**src/rtl/aes_round_ops.sv**
```systemverilog
// aes_round_ops -- shared AES-128 round-operation unit.
//
// Combines an AddRoundKey XOR, the 128-bit state register, a saturating
// 0..10 round counter and an InvMixColumns transform of the registered state.
//
// Ports:
//   CLK        in   1    system clock, all updates on rising edge
//   reset      in   1    synchronous active-high reset, clears all registers
//   LOAD       in   1    start of block: Count <= 0, state_q <= ark_out
//   ENB        in   1    round advance: Count++ (saturating), state_q <= ark_out
//   text_in    in   128  state operand for AddRoundKey
//   key_in     in   128  round-key operand for AddRoundKey
//   ark_out    out  128  text_in ^ key_in (combinational)
//   state_q    out  128  registered state
//   imc_out    out  128  InvMixColumns(state_q)
//   Count      out  4    current round index 0..10
//   last_round out  1    Count == 10
//
// Build option:
//   AES_IMC_PIPE_EN  when defined, imc_out is registered (one extra cycle of
//                    latency, synchronous reset to 0, updates every cycle).
//
// Byte order is FIPS-197: byte 0 = bits [127:120], column c = bytes 4c..4c+3.

module aes_round_ops (
  input  logic         CLK,
  input  logic         reset,
  input  logic         LOAD,
  input  logic         ENB,
  input  logic [127:0] text_in,
  input  logic [127:0] key_in,
  output logic [127:0] ark_out,
  output logic [127:0] state_q,
  output logic [127:0] imc_out,
  output logic [3:0]   Count,
  output logic         last_round
);

  localparam logic [3:0] LAST_ROUND = 4'd10;

  // Multiply by x in GF(2^8) modulo x^8+x^4+x^3+x+1 (0x11B).
  function automatic logic [7:0] xtime(input logic [7:0] b);
    return {b[6:0], 1'b0} ^ (b[7] ? 8'h1b : 8'h00);
  endfunction

  // One InvMixColumns column. The 09/0b/0d/0e multiples are composed from a
  // shared x2/x4/x8 chain per input byte rather than four separate multipliers.
  function automatic logic [31:0] inv_mix_col(input logic [31:0] col);
    logic [7:0] a  [4];
    logic [7:0] m9 [4];
    logic [7:0] mb [4];
    logic [7:0] md [4];
    logic [7:0] me [4];
    logic [7:0] x2, x4, x8;
    logic [7:0] r0, r1, r2, r3;
    for (int unsigned i = 0; i < 4; i++) begin
      a[i]  = col[31 - 8*i -: 8];
      x2    = xtime(a[i]);
      x4    = xtime(x2);
      x8    = xtime(x4);
      m9[i] = x8 ^ a[i];
      mb[i] = x8 ^ x2 ^ a[i];
      md[i] = x8 ^ x4 ^ a[i];
      me[i] = x8 ^ x4 ^ x2;
    end
    r0 = me[0] ^ mb[1] ^ md[2] ^ m9[3];
    r1 = m9[0] ^ me[1] ^ mb[2] ^ md[3];
    r2 = md[0] ^ m9[1] ^ me[2] ^ mb[3];
    r3 = mb[0] ^ md[1] ^ m9[2] ^ me[3];
    return {r0, r1, r2, r3};
  endfunction

  logic [127:0] imc_comb;

  assign ark_out    = text_in ^ key_in;
  assign last_round = (Count == LAST_ROUND);

  // State register: LOAD and ENB both capture ark_out exactly once.
  always_ff @(posedge CLK) begin
    if (reset) begin
      state_q <= '0;
    end else if (LOAD || ENB) begin
      state_q <= ark_out;
    end
  end

  // Round counter: reset > LOAD > ENB, saturating at 10.
  always_ff @(posedge CLK) begin
    if (reset) begin
      Count <= '0;
    end else if (LOAD) begin
      Count <= '0;
    end else if (ENB && (Count < LAST_ROUND)) begin
      Count <= Count + 4'd1;
    end
  end

  always_comb begin
    imc_comb = '0;
    for (int unsigned c = 0; c < 4; c++) begin
      imc_comb[127 - 32*c -: 32] = inv_mix_col(state_q[127 - 32*c -: 32]);
    end
  end

`ifdef AES_IMC_PIPE_EN
  logic [127:0] imc_q;

  always_ff @(posedge CLK) begin
    if (reset) begin
      imc_q <= '0;
    end else begin
      imc_q <= imc_comb;
    end
  end

  assign imc_out = imc_q;
`else
  assign imc_out = imc_comb;
`endif

endmodule

```
**config.mk**
```make
export PLATFORM = sky130hd
export DESIGN_NAME = aes_round_ops
export DESIGN_NICKNAME = d
export VERILOG_FILES = /design/src/rtl/aes_round_ops.sv
export SDC_FILE = /design/constraint.sdc
export NUM_CORES = 1
export LEC_CHECK = 0
export BUFFER_PORTS_ARGS = -buffer_cell sky130_fd_sc_hd__buf_2
export CAP_MARGIN = 20
export CORE_AREA = 2 2 249 251
export DETAILED_ROUTE_END_ITERATION = 16
export DIE_AREA = 0 0 251 253
export PLACE_DENSITY = 0.55
export SLEW_MARGIN = 5
export SYNTH_ARGS = -nofsm -noshare
export SYNTH_HDL_FRONTEND = slang
export SYNTH_SLANG_ARGS = --single-unit
```
**constraint.sdc**
```tcl
create_clock -name CLK -period 4.9 [get_ports CLK]
set_input_delay 0.735 -clock CLK [delete_from_list [all_inputs] [get_ports CLK]]
set_output_delay 0.735 -clock CLK [all_outputs]
set_load 0.02 [all_outputs]
```
==> flow_metrics.py <==
metrics = {
    "global_route": {
        "grt_pass1_vias": 11600,
        "antenna_found_initial": 1,
        "grt_max_degree": 67,
        "grt_pass1_wl_um": 72800,
        "grt_overflow": 0,
        "grt.total_usage": 0.152,
    },
    "outcome": {
        "status": "finished, final reports clean",
    },
    "critical_path": {
        "worstSetupEndpointType": "output pin",
        "r2r_cells": 4,
        "cp.arrival_ps": 3120,
        "critical_path_required_ps": 4160,
        "crit_type": "reg2out",
        "cp_max_fo": 7,
        "cp-start-kind": "flop",
    },
    "place": {
        "gp_congestion": 0.916,
        "place_ws_ps": 1500,
        "dp.final_hpwl_um": 41600,
        "dp.cells": 2777,
        "port_buffers": 648,
        "post_dp_cell_area_um2": 17500,
    },
    "die": {
        "core_um2": 61000,
        "dieHeight_um": 253,
        "initial_core_util": 0.224,
        "die-area_um2": 63500,
        "rows": 91,
        "die_x_um": 251,
        "ioPinCount": 649,
    },
    "drt": {
        "dr.pass1.iters": 5,
        "drt_wl_total_um": 50200,
        "wire_per_inst_um": 17.9,
        "viasPerCell": 4.10,
        "vias": 11500,
        "drcViolationCount": 0,
        "ant_nets": 0,
        "drt_first_iter_violations": 538,
    },
    "clock_network": {
        "post_cts_resized": 0,
        "cts_hold_buf": 0,
        "clk_pin_slew_ps": 70,
        "clock_latency_ps": 480,
        "cts_max_level": 4,
        "cts_setup_buffers": 0,
        "cts_buffer_depth": 2,
        "root_buffer": "clkbuf_16",
        "cts_buffers": 17,
        "clock_sinks": 132,
        "cts_tree": "built",
    },
    "finish": {
        "most-common-layout-cells": "buf_2, xnor2_1, xor2_1",
        "nets": 2268,
        "multi_input_area_um2": 10500,
        "final_area_um2": 18100,
        "fin_cells": 2808,
        "final-seq-area_um2": 2640,
        "final_common_cell": "buf_2",
        "post-route-util": 0.296,
        "num-fill-cells": 6539,
        "drive_gt1_frac": 0.348,
        "area_growth_pct": 31.9,
    },
    "logic_synthesis": {
        "avgSynthCellArea_um2": 9.47,
        "ys_seq_area_frac": 0.193,
        "yosys_warnings": 0,
        "syn_nets": 1708,
        "ys_seq_elements": 132,
        "netlist_area_um2": 13700,
        "ys_types": 28,
        "syn_inst": 1446,
    },
    "run": {
        "maxCapViolations": 0,
    },
    "pwr": {
        "combPwrFrac": 0.758,
        "p_switching_mw": 6.21,
        "max-vdd-ir-drop_mv": 0.352,
        "swShare": 0.531,
        "power_mw": 11.7,
        "leakage_nw": 8.50,
        "power_density_nw_per_um2": 648,
        "p_int_mw": 5.49,
        "power_frac_seq": 0.124,
        "pwr-share-clk": 0.118,
    },
    "timing": {
        "slew_headroom": 0.466,
        "holdWs_ps": 503,
        "rsz0062_at_grt": "false",
        "tightest_slew_ps": 798,
        "setup_violations": 0,
        "finalHoldViolCount": 0,
        "final.period_utilization": 0.786,
        "finalWorstSetupSlack_ps": 1050,
        "finalSetupTns_ps": 0,
        "period_minus_slack_ps": 3850,
        "skew_ps": 5.25,
        "maxSlewViolCount": 0,
        "max_freq_ghz": 0.260,
    },
    "worst_hold_path": {
        "hold_class": "in2reg",
        "min_path_cells": 2,
    },
}
[area by class of cell]
cell class | instances | area share
Multi-Input combinational cell | 1199 | 0.582
Timing Repair Buffer | 654 | 0.183
Sequential cell | 132 | 0.146
Tap cell | 790 | 0.0547
Clock buffer | 18 | 0.0243
Clock inverter | 12 | 0.00872
Inverter | 2 | 0.000415
Antenna cell | 1 | 0.000138
[per-layer routing]
metal,up-vias,track usage,share of wire
li1,5579,-,-
met1,5481,0.188,0.43
met2,429,0.268,0.50
met3,34,0.0314,0.054
met4,0,0.0406,0.015
met5,-,0,0
[Yosys cell counts]
master,number,area (um^2)
a41oi_1,1,8.76
o21ai_0,2,10.0
xnor3_2,2,47.6
nand2b_1,1,6.26
buf_2,37,185
nand2_1,3,11.3
a32oi_1,1,8.76
a211oi_1,1,7.51
xnor3_1,22,495
clkbuf_1,60,225
ha_1,2,25.0
xnor2_1,582,5100
xor3_1,3,71.3
dfxtp_1,132,2640
or2_2,1,6.26
buf_1,3,11.3
buf_6,3,33.8
inv_1,2,7.51
buf_4,10,75.1
xnor2_2,6,97.6
xnor2_4,4,110
and3b_1,1,8.76
mux2i_1,128,1280
xor2_2,4,65.1
nor2_1,128,480
a211o_1,1,8.76
nor3_1,3,15.0
xor2_1,303,2650
[power groups by stage]
stage	Clock (mW)	Combinational (mW)	Sequential, mW
6_report	1.38	8.88	1.45
3_3_place_gp	0	8.95	1.47
2_1_floorplan	0	6.22	1.38
5_1_grt	1.47	9.38	1.47
3_5_place_dp	0	8.94	1.48
4_1_cts	1.45	8.98	1.45
[registers in the layout (all words and copies together), names as in the netlist]
signal and count:
state_q 128, Count 4
[worst max-delay path, stage by stage (launching register included)]
cell     delay (ps)
dfxtp_1         710
xor2_1          660
xnor2_1         230
xor2_1          230
xnor2_1         400
xnor2_1         190
buf_2           200
[final timing paths]
kind | from | to | slack [ps]
worst max-delay path | state_q[61] | imc_out[37] | 1050
worst min-delay path | LOAD | Count[2] | 500
worst max register to register | Count[1] | Count[2] | 3730
worst min register to register | state_q[51] | state_q[51] | 550
[logic make-up after synthesis]
family,share of synthesized area
adders and majority gates,0.00183
xor gates and xnor gates,0.631
AOI/OAI and AO/OA,0.00320
DFF,0.193
muxes,0.0935
and+or+nand+nor,0.0385
buffers and inverters,0.0393
Power figures use the tool's default switching activity.
